--- src/rtl/uart_rx_fifo.sv ---
// Receive FIFO behind the UART receiver: captures data_ready strobes, serves bytes to the host.
// Define UART_RX_FIFO_IRQ_EN to build the registered fill-level / overflow interrupt on irq.
module uart_rx_fifo #(
    parameter int DATA_W    = 8,
    parameter int DEPTH     = 16,
    parameter int AW        = 4,
    parameter int IRQ_LEVEL = 8
) (
    input  logic              clk,
    input  logic              resetn,
    input  logic              enable,
    input  logic [DATA_W-1:0] in_data,
    input  logic              in_valid,
    input  logic              rd_en,
    input  logic              flush,
    input  logic              clr_flags,
    output logic [DATA_W-1:0] rd_data,
    output logic              rd_valid,
    output logic              empty,
    output logic              full,
    output logic [AW:0]       count,
    output logic              overflow,
    output logic              underflow,
    output logic              irq
);

    if ((DEPTH < 2) || ((DEPTH & (DEPTH - 1)) != 0) || (DEPTH != (1 << AW)) ||
        (IRQ_LEVEL < 1) || (IRQ_LEVEL > DEPTH)) begin : g_bad_cfg
        $error("uart_rx_fifo: inconsistent DEPTH/AW/IRQ_LEVEL");
    end

    localparam logic [AW:0] FULL_CNT = (AW + 1)'(DEPTH);

    logic [DATA_W-1:0] mem [DEPTH];
    logic [AW-1:0]     wr_ptr;
    logic [AW-1:0]     rd_ptr;

    logic rd_accept;
    logic wr_accept;
    logic ovf_set;
    logic udf_set;

    assign empty = (count == '0);
    assign full  = (count == FULL_CNT);

    // A full FIFO still takes a byte when the same cycle frees a slot.
    assign rd_accept = rd_en && !empty && !flush;
    assign wr_accept = in_valid && enable && (!full || (rd_en && !empty)) && !flush;
    assign ovf_set   = in_valid && enable && full && !rd_en && !flush;
    assign udf_set   = rd_en && empty && !flush;

    // NOTE: storage carries no reset; its contents are don't-care until written,
    // and leaving it out keeps the array mappable to plain RAM.
    always_ff @(posedge clk) begin
        if (wr_accept) begin
            mem[wr_ptr] <= in_data;
        end
    end

    // NOTE: every state register uses non-blocking assignment so all updates
    // see the pre-edge values, regardless of statement order.
    always_ff @(posedge clk or negedge resetn) begin
        if (!resetn) begin
            wr_ptr    <= '0;
            rd_ptr    <= '0;
            count     <= '0;
            rd_data   <= '0;
            rd_valid  <= 1'b0;
            overflow  <= 1'b0;
            underflow <= 1'b0;
        end else begin
            rd_valid <= rd_accept;
            if (rd_accept) begin
                rd_data <= mem[rd_ptr];
            end

            if (flush) begin
                wr_ptr <= '0;
                rd_ptr <= '0;
                count  <= '0;
            end else begin
                if (wr_accept) begin
                    wr_ptr <= wr_ptr + AW'(1);
                end
                if (rd_accept) begin
                    rd_ptr <= rd_ptr + AW'(1);
                end
                case ({wr_accept, rd_accept})
                    2'b10:   count <= count + (AW + 1)'(1);
                    2'b01:   count <= count - (AW + 1)'(1);
                    default: count <= count;
                endcase
            end

            // Set beats a coincident clear.
            overflow  <= ovf_set || (overflow  && !clr_flags);
            underflow <= udf_set || (underflow && !clr_flags);
        end
    end

`ifdef UART_RX_FIFO_IRQ_EN
    localparam logic [AW:0] IRQ_CNT = (AW + 1)'(IRQ_LEVEL);

    always_ff @(posedge clk or negedge resetn) begin
        if (!resetn) begin
            irq <= 1'b0;
        end else begin
            irq <= (count >= IRQ_CNT) || overflow;
        end
    end
`else
    assign irq = 1'b0;
`endif

endmodule

--- config.mk ---
export PLATFORM = sky130hd
export DESIGN_NAME = uart_rx_fifo
export DESIGN_NICKNAME = d
export VERILOG_FILES = /design/src/rtl/uart_rx_fifo.sv
export SDC_FILE = /design/constraint.sdc
export NUM_CORES = 1
export LEC_CHECK = 0
export BUFFER_PORTS_ARGS = -buffer_cell sky130_fd_sc_hd__buf_2
export CORE_MARGIN = 1.5
export CORE_UTILIZATION = 40
export CTS_CLUSTER_SIZE = 12
export DETAILED_ROUTE_END_ITERATION = 10
export GPL_ROUTABILITY_DRIVEN = 0
export HOLD_SLACK_MARGIN = 0.1
export PLACE_DENSITY_LB_ADDON = 0.12
export SETUP_SLACK_MARGIN = 0.1
export SLEW_MARGIN = 5
export SYNTH_ARGS = -nofsm -noshare
export SYNTH_HDL_FRONTEND = slang
export SYNTH_SLANG_ARGS = --single-unit
--- constraint.sdc ---
create_clock -name clk -period 3.7 [get_ports clk]
set_input_delay 0.185 -clock clk [delete_from_list [all_inputs] [get_ports clk]]
set_output_delay 0.185 -clock clk [all_outputs]
set_load 0.01 [all_outputs]
---- Yosys cells after proc, flatten, opt, wreduce, memory -nomap -nowiden ----
Memories as Yosys holds them, arrays and structs flattened. A register that Yosys moved wholly into a read port is not among the register bits.
Cells that the tools add are included.
storage, ports and cells
  register bits ........................... 16
  bits in latches ......................... 0
  bits in writable memories ............... 128
  bits in read-only memories .............. 0
  memories ................................ 1
memory list
  name  depth  width  rd ports  clocked after Yosys merged registers in  wr ports  RTL line  RTL
  mem   16     8      1         1                                        1         34        logic [DATA_W-1:0] mem [DEPTH];
cells by class
  add/subtract/negate cells ............... 4
  multipliers ............................. 0
  div/mod/pow operators ................... 0
  magnitude comparators ................... 0
  equality and inequality tests ........... 3
  shift operators ......................... 0
  muxes and demuxes ....................... 8
  bitwise logic cells ..................... 0
  reduce and logical (&&, ||, !) cells .... 25
operator list
  operator                                                                number
  4-bit 2-to-1 mux                                                        4
  1-bit logical AND                                                       12
  5-bit case mux with 2 select lines                                      1
  4-bit by 1-bit adder with 4-bit output (second input constant)          2
  1-bit zero test                                                         6
  5-bit by 1-bit adder with 5-bit output (second input constant)          1
  5-bit equality test (second input constant)                             1
  5-bit zero test                                                         1
  5-bit 2-to-1 mux                                                        1
  5-bit by 1-bit subtractor with 5-bit output (second input constant)     1
  2-bit nonzero test                                                      2
  1-bit logical OR                                                        3
  3-bit nonzero test                                                      1
  2-bit by 1-bit equality test with 1-bit output (second input constant)  1
  2-bit equality test (second input constant)                             1
  1-bit 2-to-1 mux                                                        2

---- Longest topological paths before layout ----
Gate-level depths: netlist of the first run.
  word-level depth ........................ 9
  depth in mapped cells ................... 10
  gate-level depth less buffers ........... 9

---- Worst setup path before layout of the first run ----
No wires, ideal clock.
  path type ............................... register to register
  start point ............................. reg count[1]
  end point ............................... reg count[4]
  library setup time ...................... 0.124 ns
  data arrival time ....................... 2.312 ns
  required time ........................... 3.576 ns
  slack ................................... 1.264 ns
  cell stages (with the launch flop) ...... 10
  path buffers ............................ 1
  period minus slack after synthesis ...... 2.436 ns
  path through ............................ dfrtp_1 buf_6 or4_4 o211ai_4 inv_1 ha_1 a31oi_1 mux2i_1 nor4b_1 a211o_1
on the way
  longest elaborated chain between the ends .. 9
  elaborated cells between the ends (all ways) .. 16
  classes of those cells .................. 2 x add/sub; 3 x eq/ne; 2 x mux; 9 x reduce/logical
ends and longest elaborated chain
  what                                                                                          RTL line  RTL
  start: declaration                                                                            21        output logic [AW:0] count,
  start signal: assignment                                                                      89        2'b10: count <= count + (AW + 1)'(1);
  start signal: assignment                                                                      90        2'b01: count <= count - (AW + 1)'(1);
  start signal: assignment                                                                      91        default: count <= count;
  5-bit zero test                                                                               43        assign empty = (count == '0);
  1-bit zero test                                                                               47, 48
  1-bit logical AND                                                                             47, 48
  1-bit logical OR                                                                              48        assign wr_accept = in_valid && enable && (!full || (rd_en && !empty)) && !flush;
  1-bit logical AND (2 in series)                                                               48
  2-bit by 1-bit equality test with 1-bit output / 2-bit equality test (equally long branches)  88        case ({wr_accept, rd_accept})
  5-bit case mux with 2 select lines                                                            88
  5-bit 2-to-1 mux                                                                              77        if (flush) begin
Several ways; a longest one is shown, not always the timed one.
A chain may end at the register's enable or synchronous reset.

---- Final worst setup path of the first run ----
  start point ............................. reg count[0]
  end point ............................... mem mem[7][6] (enable)
on the way
  longest elaborated chain between the ends .. 8
  elaborated cells between the ends (all ways) .. 10
  classes of those cells .................. 1 x eq/ne; 2 x mux; 7 x reduce/logical
ends and longest elaborated chain
  what                                      RTL line  RTL
  5-bit zero test                           43
  1-bit zero test                           48
  1-bit logical AND                         48
  1-bit logical OR *                        48
  1-bit logical AND * (2 in series)         48
  1-bit 2-to-1 mux *                        55        if (wr_accept) begin
  1-bit 2-to-1 mux (not written as such) *  56        mem[wr_ptr] <= in_data;
  end: declaration                          34
Mark *: on every way between the ends. The rest lies on a longest branch, timed or not.

==> impl_metrics.csv, run 1 <==
group,metric,value,unit
sta,worst_pin_slew,1.24,ns
routing,vias,3213,
synth,syn_avg_cell_area,17.8,sq um
run,drv.max_cap_violation_count,0,
worst_setup_path,start_kind,"register",
worst_setup_path,cp.buffers_inverters,0,
power_and_ir_drop,power.density,628,nW/um^2
worst_setup_path,path_delay_family,"simple AND/OR/NAND/NOR gates",
grt,overflow,0,
routing,wirelength_met1,6010,microns
synth,synth_common_cells,"128 x edfxtp_1, 32 x mux4_2, 25 x nor2_1",
grt,grt_pass1_vias,3221,
synth,synth_area,6240,sq um
finish,drive_gt1_share,28.1,%
floorplanning,die_area,16400,sq um
sta,hold_viol,0,
synth,yosysTopAreaCell,"edfxtp_1",
routing,drt_iter0_drc,198,
power_and_ir_drop,p_leak,2.44,nW
sta,clock.fmax,398,MHz
worst_setup_path,cp_slowest_cell,"o31ai_2",
clocking,tritoncts,"built",
synth,synth_edf_count,128,
power_and_ir_drop,finalPower,0.00452,W
floorplanning,rows,45,
sta,max_slew_margin,16.6,%
routing,dr.pass1.iters,4,
worst_setup_path,cp-end-kind,"register",
clocking,cts_buffers,17,
worst_setup_path,crit_type,"reg2reg",
floorplanning,core,15200,sq um
worst_hold_path,holdCritPathClass,"in2reg",
clocking,worstSkewPairLatency,0.42,ns
synth,synth-seq-cells,152,
finish,finalInstanceArea,7200,sq um
synth,synth_nets,373,
sta,post-route-period-util,68.0,%
synth,synth_cell_types,43,
sta,tns,0,ns
synth,synth_area_leaders,"edfxtp_1 62%, mux4_2 12%, dfrtp_1 9.6%, mux2i_1 2.9%, nor2_1 1.5%",
routing,wirelength,13000,microns
sta,period_minus_slack,2.51,ns
grt,antenna_found_initial,0,
routing,antenna_left,0,
worst_setup_path,cp_common_cell,"nor2_1",
sta,rsz0062_at_grt,"false",
clocking,path_clk_slew,0.06,ns
power_and_ir_drop,ir_worst_vdd,334,uV
clocking,clock_sink_count,152,
grt,grt_pass1_wl,19800,microns
synth,syn_inst,351,
synth,ys_seq_area_share,71.2,%
worst_setup_path,worstPathArrival,2.64,ns
worst_setup_path,slowest_delay,0.63,ns
routing,wl_met3,597,microns
synth,async_flop_share,15.8,%
finish,syn_to_final_growth,15.4,%
clocking,cts_resized,0,
routing,drt_drc_violations_left,0,
synth,synth_top_flop_cell,"edfxtp_1",
routing,vias_per_cell,5.42,
routing,wl_per_cell,21.8,microns
placed_design,placed_area,6620,sq um
synth,yosys_warnings,0,
routing,routed.top_layer,"met4",
finish,finalNetCount,414,
worst_setup_path,required,3.82,ns
status,status,"finished clean",
finish,n_antenna_cell,0,
grt,grt_start_max_net_pins,36,
routing,wl_met2,6270,microns
clocking,htree_levels,4,
finish,fin_util,47.4,%
placed_design,io_buffers,32,
grt,track_usage,17.1,%
floorplanning,start_util,41.0,%
worst_setup_path,crit_fanout,8,
clocking,root_buffer,"clkbuf_16",
placed_design,dp_hpwl,8570,microns
sta,hold_ws,0.174,ns
sta,setup_viol,0,
worst_setup_path,crit_chain,"or4_4 -> o31ai_2 -> nor2_1 -> nand2_1 -> nor2_1",
floorplanning,fp.dieW,128,microns
finish,fillers,1312,
synth,synth_most_common_cell,"edfxtp_1",
synth,synthDominantCellAreaShare,61.6,%
floorplanning,die_h,128,microns
sta,skew,0.00893,ns
floorplanning,ios,34,
sta,slew_violations,0,
clocking,clock_path_buffers,2,
worst reg2reg max path: cells and delay by family (launching register included):
kind	cells	cell delay, ns
compound gates	1	0.64
simple gates	4	1.12
flops	1	0.47
worst paths after layout:
path	endpoint	slack [ns]	start	cells past startpoint
max reg2reg	mem[7][6]	1.19	count[0]	5
max in group asynchronous	rd_ptr[1]	2.98	resetn	2
max	mem[7][6]	1.19	count[0]	5
min reg2reg	rd_data[4]	0.51	rd_data[4]	2
min	mem[5][5]	0.17	in_data[5]	1
min in group asynchronous	count[0]	0.30	resetn	2
stage by stage:
stage	setup WS [ns]	instances
CTS	1.19	593
floorplan	1.26	351
detailed placement	1.21	558
global route	0.994	593
global placement	1.23	558
finish	1.19	593
cells in the final DEF (no fill, tap or decap), types with 3 or more instances in the layout:
master,netlist,final
nor2_1,25,25
ha_1,7,7
dlygate4sd3_1,0,3
dfrtp_1,24,23
nor4_2,0,4
xor2_1,5,5
inv_2,3,3
edfxtp_1,128,128
clkbuf_16,0,17
buf_2,5,32
nor3_1,5,5
clkinv_4,0,3
clkinvlp_4,0,3
inv_1,6,6
nand3_1,5,5
nand2_1,24,24
mux2i_1,18,18
buf_4,1,6
a21oi_1,3,3
nand2b_1,6,6
mux4_2,32,32
o221ai_1,8,8
xnor2_1,3,3
report_power, final:
group	total, W	leakage [nW]	switching (W)	internal, W
sequential	0.00210	1.47	0.000157	0.00194
clock	0.00161	0.264	0.000683	0.000928
combinational	0.000811	0.713	0.000434	0.000377
total	0.00452	2.44	0.00127	0.00325
layer usage:
layer  up-vias  GRT usage (%)
met4         0           5.16
met2        77           27.1
met5         -              0
met3         6           4.22
li1       1471              -
met1      1659           23.6
state kept, by name (all words and copies together) (netlist names):
register,flops
mem,128
overflow,1
count,5
underflow,1
rd_ptr,4
rd_data,8
wr_ptr,4
rd_valid,1
cell type report:
type,count,area [sq um],share of cell area [%]
clock buffer,18,429,5.96
clock inverter,14,125,1.74
inverter,9,33.8,0.469
multi-input combinational,171,1700,23.6
sequential,152,4450,61.7
tap,188,235,3.27
timing repair buffer,41,235,3.27
kinds of logic after synthesis:
group,count (synthesis),share of synthesized area (%)
AOI/OAI and AO/OA,25,3.25
xor gates and xnor gates,8,1.12
adders and majority gates,7,1.40
buffers and inverters,28,1.97
DFF,152,71.2
muxes,50,14.4
other,1,0.0601
and+or+nand+nor,80,6.52
repair_timing:
item,4_1_cts,5_1_grt
hold buffers,3,0
endpoints found under the hold margin,27,0
buffers inserted,0,0
Power figures use the tool's default switching activity.
==> inputs of run 2 (changes only) <==
--- a/config.mk
+++ b/config.mk
@@ -5,6 +5,7 @@
 export SDC_FILE = /design/constraint.sdc
 export NUM_CORES = 1
 export LEC_CHECK = 0
+export ABC_AREA = 1
 export BUFFER_PORTS_ARGS = -buffer_cell sky130_fd_sc_hd__buf_2
 export CORE_MARGIN = 1.5
 export CORE_UTILIZATION = 40
==> constraint.sdc (replaced) <==
create_clock -name clk -period 2.4 [get_ports clk]
set_input_delay 0.12 -clock clk [delete_from_list [all_inputs] [get_ports clk]]
set_output_delay 0.12 -clock clk [all_outputs]
set_load 0.01 [all_outputs]
==> run 2 against run 1 <==
Compared with the run above:
- register-to-register slack worse by 0.76 ns
- clock skew is 0.0017 ns higher
- cell count up 33%
- via count rose by 28%
- synthesized area grew 1.6%
- total power is 68% higher
- worst hold slack worse by 0.067 ns
- routed wire length increased by 15%
- die area up 1.6%
- critical path depth rose by 9
- sequential share of layout area is 2.2 points lower
- first-iteration DRC count increased by 37%
==> impl_metrics.csv, run 2 <==
group,metric,value,unit
finish,syn_to_final_growth,17.8,%
sta,clock.fmax,506,MHz
status,status,"finished clean",
finish,finalNetCount,589,
power_and_ir_drop,p_leak,2.69,nW
worst_setup_path,cp_slowest_cell,"dfrtp_1",
worst_setup_path,crit_chain,"nor2_4 -> nand3_4 -> nand2_4 -> inv_6 -> nand2_4 -> inv_2 -> ha_1 -> nand4_1 -> nand2_1 -> inv_2 -> nand2_1 -> nand2_1 -> nand3_1 -> nand2_1",
floorplanning,core,15300,sq um
clocking,worstSkewPairLatency,0.41,ns
sta,setup_viol,0,
sta,skew,0.0106,ns
routing,antenna_left,0,
synth,synth_edf_count,128,
clocking,cts_buffers,17,
finish,drive_gt1_share,18.6,%
synth,synth_area_leaders,"edfxtp_1 61%, dfrtp_1 9.5%, o21ai_0 5.8%, nor2_1 5.0%, o221ai_1 2.5%",
floorplanning,start_util,41.4,%
synth,synth_nets,534,
worst_setup_path,crit_fanout,22,
synth,synth_most_common_cell,"edfxtp_1",
synth,syn_avg_cell_area,12.4,sq um
synth,synth-adder-area-share,1.38,%
synth,syn_inst,512,
sta,tns,0,ns
floorplanning,die_area,16600,sq um
power_and_ir_drop,ir_worst_vdd,641,uV
finish,top_regs,"mem (128), rd_data (8), count (5)",
floorplanning,ios,34,
floorplanning,rows,45,
sta,period_minus_slack,1.98,ns
placed_design,dp_hpwl,9300,microns
finish,largest_register_ffs,128,
clocking,root_buffer,"clkbuf_16",
clocking,htree_levels,4,
finish,n_antenna_cell,0,
worst_setup_path,path_delay_family,"simple AND/OR/NAND/NOR gates",
placed_design,io_buffers,32,
worst_setup_path,slowest_delay,0.46,ns
synth,async_flop_share,15.8,%
synth,synth_cell_types,33,
synth,yosysTopAreaCell,"edfxtp_1",
worst_setup_path,cp.buffers_inverters,3,
worst_setup_path,crit_type,"reg2reg",
floorplanning,fp.dieW,129,microns
routing,wirelength,15000,microns
routing,wl_per_cell,18.9,microns
routing,vias,4120,
grt,grt_pass1_vias,4071,
power_and_ir_drop,power.density,1020,nW/um^2
grt,antenna_found_initial,0,
run,drv.max_cap_violation_count,0,
synth,synth_compound_gate_area_share,13.0,%
finish,final_cell_mix,"128 x edfxtp_1, 85 x nor2_1, 73 x o21ai_0",
synth,synth_top_family_by_area,"compound AO/OA/AOI/OAI gates",
routing,drt_drc_violations_left,0,
sta,hold_viol,0,
worst_setup_path,cp-end-kind,"register",
worst_hold_path,holdCritPathClass,"in2reg",
clocking,cts_setup_buffers,0,
clocking,path_clk_slew,0.06,ns
routing,vias_per_cell,5.21,
worst_setup_path,start_kind,"register",
synth,synth_area,6340,sq um
routing,dr.pass1.iters,5,
synth,synth_common_cells,"128 x edfxtp_1, 85 x nor2_1, 73 x o21ai_0",
sta,worst_pin_slew,0.601,ns
grt,grt_pass1_wl,23400,microns
floorplanning,die_h,129,microns
synth,synth-seq-cells,152,
finish,final_common_cell,"edfxtp_1",
synth,synth-simple-area-share,10.8,%
clocking,tritoncts,"built",
worst_setup_path,cp_common_cell,"nand2_1",
finish,top_register,"mem",
worst_setup_path,required,2.70,ns
clocking,cts_resized,0,
grt,grt_start_max_net_pins,39,
synth,ys_seq_area_share,70.1,%
sta,post-route-period-util,82.4,%
synth,yosys_warnings,0,
worst_setup_path,worstPathArrival,2.28,ns
clocking,holdBufCountCts,7,
clocking,clock_path_buffers,2,
synth,muxShareOfSynthArea,0,%
synth,synthDominantCellAreaShare,60.6,%
clocking,clock_sink_count,152,
sta,slew_violations,0,
synth,synthXorXnorAreaFrac,0.276,%
grt,track_usage,19.5,%
sta,max_slew_margin,60.0,%
power_and_ir_drop,finalPower,0.00761,W
sta,rsz0062_at_grt,"false",
grt,overflow,0,
routing,drt_iter0_drc,272,
synth,synth_top_flop_cell,"edfxtp_1",
-- run 2: cell count changes in the layout (fill, tap and decap cells not counted), moves of 9 or more --
cell      previous run  this run
nor3_1               5        14
nand3_1              5        14
o221ai_1             8        18
nor2_1              25        85
buf_4                6        25
o211ai_1             0        14
o22ai_1              1        12
mux2i_1             18         0
o21ai_0              2        73
inv_1                6        25
mux4_2              32         0
-- run 2: worst reg2reg max path, stage by stage (launching register included) --
cell and delay (ns):
dfrtp_1 0.46, nor2_4 0.19, nand3_4 0.11, nand2_4 0.11, inv_6 0.09, nand2_4 0.11, inv_2 0.04, ha_1 0.34
nand4_1 0.11, nand2_1 0.08, inv_2 0.04, nand2_1 0.05, nand2_1 0.04, nand3_1 0.06, nand2_1 0.05
-- run 2: final timing paths --
path / startpoint / end / slack [ns] / cells after the start
setup / recovery: count[0] / count[4] / 0.42 / 14
hold / removal: in_data[1] / mem[1][1] / 0.11 / 1
setup reg to reg: count[0] / count[4] / 0.42 / 14
hold reg to reg: underflow / underflow / 0.52 / 2
max in group asynchronous: resetn / rd_ptr[0] / 1.71 / 2
min in group asynchronous: resetn / count[2] / 0.26 / 2
-- run 2: cell families after synthesis --
| logic type | Yosys count |
|---|---|
| AND/OR/NAND/NOR | 152 |
| flip-flops | 152 |
| AO/OA/AOI/OAI | 135 |
| buffers and inverters | 63 |
| adder cells (fa/ha/maj) | 7 |
| XOR/XNOR | 2 |
| other | 1 |
-- run 2: power breakdown --
group          leakage (nW)  switching [W]  total, W  internal (W)
Combinational         0.949        0.00123   0.00183      0.000607
Sequential             1.45       0.000133   0.00314       0.00301
Clock                 0.292       0.000997   0.00263       0.00164
Total                  2.69        0.00236   0.00761       0.00525
-- run 2: area by class of cell --
cell class                      instances  area [sq um]
Timing Repair Buffer                   64           418
Multi-Input combinational cell        297          1620
Inverter                               35           136
Tap cell                              211           264
Clock buffer                           24           492
Clock inverter                          8          96.3
Sequential cell                       152          4450
Fill cell                            1372          7850
-- run 2: layer usage --
metal | wire length (microns) | share of wire (%) | GRT usage (%) | up-vias
met3 | 795 | 5.3 | 3.83 | 4
met1 | 6850 | 46 | 26.6 | 2033
met4 | 88 | 0.59 | 6.41 | 0
li1 | - | - | - | 1986
met2 | 7220 | 48 | 31.5 | 97
met5 | 0 | 0 | 0 | -
-- run 2: through the flow --
stage | cells | instance area (sq um) | hold WS (ns) | util (%) | worst slack, ns
2_1_floorplan | 512 | 6340 | -0.176 | - | 0.373
3_3_place_gp | 752 | 6810 | 0.162 | 44.5 | 0.461
3_5_place_dp | 752 | 6810 | 0.164 | 44.5 | 0.429
4_1_cts | 791 | 7470 | 0.102 | 48.8 | 0.418
5_1_grt | 791 | 7470 | 0.108 | 48.8 | 0.293
6_report | 791 | 7470 | 0.107 | 48.8 | 0.422
==> inputs of run 3 (changes only) <==
--- a/config.mk
+++ b/config.mk
@@ -5,7 +5,7 @@
 export SDC_FILE = /design/constraint.sdc
 export NUM_CORES = 1
 export LEC_CHECK = 0
-export ABC_AREA = 1
+export ABC_AREA = 0
 export BUFFER_PORTS_ARGS = -buffer_cell sky130_fd_sc_hd__buf_2
 export CORE_MARGIN = 1.5
 export CORE_UTILIZATION = 40
==> constraint.sdc (replaced) <==
create_clock -name clk -period 1.8 [get_ports clk]
set_input_delay 0.09 -clock clk [delete_from_list [all_inputs] [get_ports clk]]
set_output_delay 0.09 -clock clk [all_outputs]
set_load 0.01 [all_outputs]
==> run 3 against run 2 <==
Compared with the run above:
- count of clock-buffer cells in the layout decreased by 5
- the run now ends with negative setup slack left
- critical path depth decreased by 5
- worst hold slack better by 0.022 ns
- routed wire length decreased by 6.9%
- combinational power up 49%
- die area is 1.6% lower
- largest cell class unchanged
- maximum frequency is 16% lower
- highest routed layer unchanged
- critical endpoint unchanged
==> impl_metrics.csv, run 3 (synthesis results as in run 1) <==
group,metric,value,unit
status,status,"finished with violations",
status,violations,"negative setup slack",
sta,period_minus_slack,2.35,ns
routing,vias,3514,
routing,drt_drc_violations_left,0,
routing,wirelength,13900,microns
grt,grt_pass1_wl,21500,microns
worst_setup_path,crit_fanout,4,
placed_design,io_buffers,32,
grt,overflow,0,
sta,max_slew_margin,58.3,%
power_and_ir_drop,seqPwrFrac,39.6,%
routing,dr.pass1.iters,4,
power_and_ir_drop,p_int,0.00760,W
floorplanning,core,15200,sq um
sta,slew_violations,0,
sta,rsz0062_at_grt,"true",
finish,finalInstanceArea,8190,sq um
sta,worst_pin_slew,0.626,ns
worst_setup_path,required,2.11,ns
finish,top_register,"mem",
routing,drt_iter0_drc,186,
finish,fin_util,53.8,%
clocking,tritoncts,"built",
worst_hold_path,holdCritPathClass,"in2reg",
power_and_ir_drop,ir_worst_vdd,781,uV
sta,post-route-period-util,131,%
clocking,htree_levels,4,
run,drv.max_cap_violation_count,0,
floorplanning,fp.dieW,128,microns
grt,grt_pass1_vias,3657,
floorplanning,die_h,128,microns
power_and_ir_drop,p_comb_share,26.0,%
routing,vias_per_cell,5.27,
finish,syn_to_final_growth,31.2,%
finish,n_antenna_cell,0,
clocking,path_clk_slew,0.06,ns
sta,hold_viol,0,
grt,track_usage,18.5,%
finish,final_cell_mix,"128 x edfxtp_1, 57 x buf_4, 32 x mux4_2, 32 x buf_2, 21 x dfrtp_1",
power_and_ir_drop,p_leak,2.89,nW
clocking,clock_path_buffers,2,
power_and_ir_drop,power.density,1270,nW/um^2
power_and_ir_drop,switching_share,27.2,%
grt,gr-max-usage-layer,"met2",
finish,final_common_cell,"edfxtp_1",
sta,final.setup.worst_slack,-0.552,ns
worst_setup_path,cp-end-kind,"register",
sta,skew,0.00995,ns
worst_setup_path,regToRegSetupSlack,-0.55,ns
placed_design,placed_area,7210,sq um
grt,grt_use_met1,25.0,%
placed_design,dp_hpwl,9050,microns
power_and_ir_drop,power_frac_clock,34.3,%
grt,antenna_found_initial,0,
clocking,worstSkewPairLatency,0.43,ns
floorplanning,rows,45,
sta,setup_viol,137,
finish,finalNetCount,488,
floorplanning,start_util,41.0,%
worst_setup_path,worstPathArrival,2.66,ns
grt,grtUsageMet2,29.8,%
clocking,clock_sink_count,152,
placed_design,pre_cts_ws,-0.550,ns
routing,antenna_left,0,
power_and_ir_drop,power.switching,0.00284,W
grt,met3_usage,4.88,%
clocking,cts_buffers,17,
finish,drive_gt1_share,45.9,%
worst_setup_path,crit_type,"reg2reg",
finish,largest_register_ffs,128,
floorplanning,ios,34,
worst_setup_path,start_kind,"register",
floorplanning,die_area,16400,sq um
clocking,root_buffer,"clkbuf_16",
routing,wl_per_cell,20.9,microns
finish,top_regs,"mem (128), rd_data (8), count (5)",
sta,clock.fmax,425,MHz
sta,hold_ws,0.129,ns
grt,grt_start_max_net_pins,34,
run 3: changes by cell type in the layout (fill, tap and decap cells not counted), moves of 10 or more:
cell / previous run / this run
buf_12: 0 / 10
buf_4: 25 / 57
inv_1: 25 / 5
mux2i_1: 0 / 14
mux4_2: 0 / 32
nand3_1: 14 / 4
nor2_1: 85 / 14
o211ai_1: 14 / 0
o21ai_0: 73 / 2
o221ai_1: 18 / 6
o22ai_1: 12 / 1
run 3: path summary, 6_finish.rpt:
| path | to | from | depth (start not counted) |
|---|---|---|---|
| min reg2reg | rd_data[5] | rd_data[5] | 2 |
| min in group asynchronous | count[4] | resetn | 2 |
| max | count[4] | count[0] | 9 |
| min | rd_ptr[1] | rd_en | 4 |
| max reg2reg | count[4] | count[0] | 9 |
| max in group asynchronous | rd_ptr[1] | resetn | 2 |
run 3: routing by layer:
| layer | part of all wire, % | vias to the layer above |
|---|---|---|
| met4 | 0.97 | 0 |
| met2 | 49 | 69 |
| met5 | 0 | - |
| li1 | - | 1610 |
| met3 | 3.0 | 10 |
| met1 | 47 | 1825 |
run 3: power groups by stage:
stage / sequential, W / combinational [W] / clock, W
2_1_floorplan: 0.00428 / 0.00128 / 0
3_3_place_gp: 0.00420 / 0.00242 / 0
3_5_place_dp: 0.00420 / 0.00244 / 0
4_1_cts: 0.00414 / 0.00258 / 0.00364
5_1_grt: 0.00416 / 0.00293 / 0.00378
6_report: 0.00414 / 0.00272 / 0.00358
run 3: final cells by class:
cell class | instances | area (sq um)
fill | 1228 | 7020
sequential | 152 | 4450
multi-input combinational | 171 | 1920
timing repair buffer | 115 | 955
clock buffer | 19 | 443
tap | 188 | 235
clock inverter | 13 | 154
inverter | 9 | 33.8
run 3: through the flow:
step / setup TNS, ns / power (W) / std cells
after detailed placement: -39.92 / 0.00664 / 612
final: -32.46 / 0.0104 / 667
after global placement: -36.38 / 0.00662 / 612
after floorplan: -31.50 / 0.00557 / 351
after CTS: -29.60 / 0.0104 / 664
after global routing: -44.06 / 0.0109 / 667
run 3: timing repair:
item	4_1_cts	5_1_grt
buffers inserted	9	4
endpoints found under the setup margin	148	151
hold buffers	11	0
resized for setup	28	13
endpoints found under the hold margin	159	0
pin swaps	14	11
run 3: worst max-delay path, cell delays in order, from the launching register on:
cell and delay, ns:
dfrtp_2 0.40, or4_4 0.55, o211ai_4 0.27, xnor2_2 0.14, ha_2 0.21, nor2_1 0.05, a21oi_2 0.12, mux2i_1 0.10
nor4b_2 0.17, a211o_1 0.23
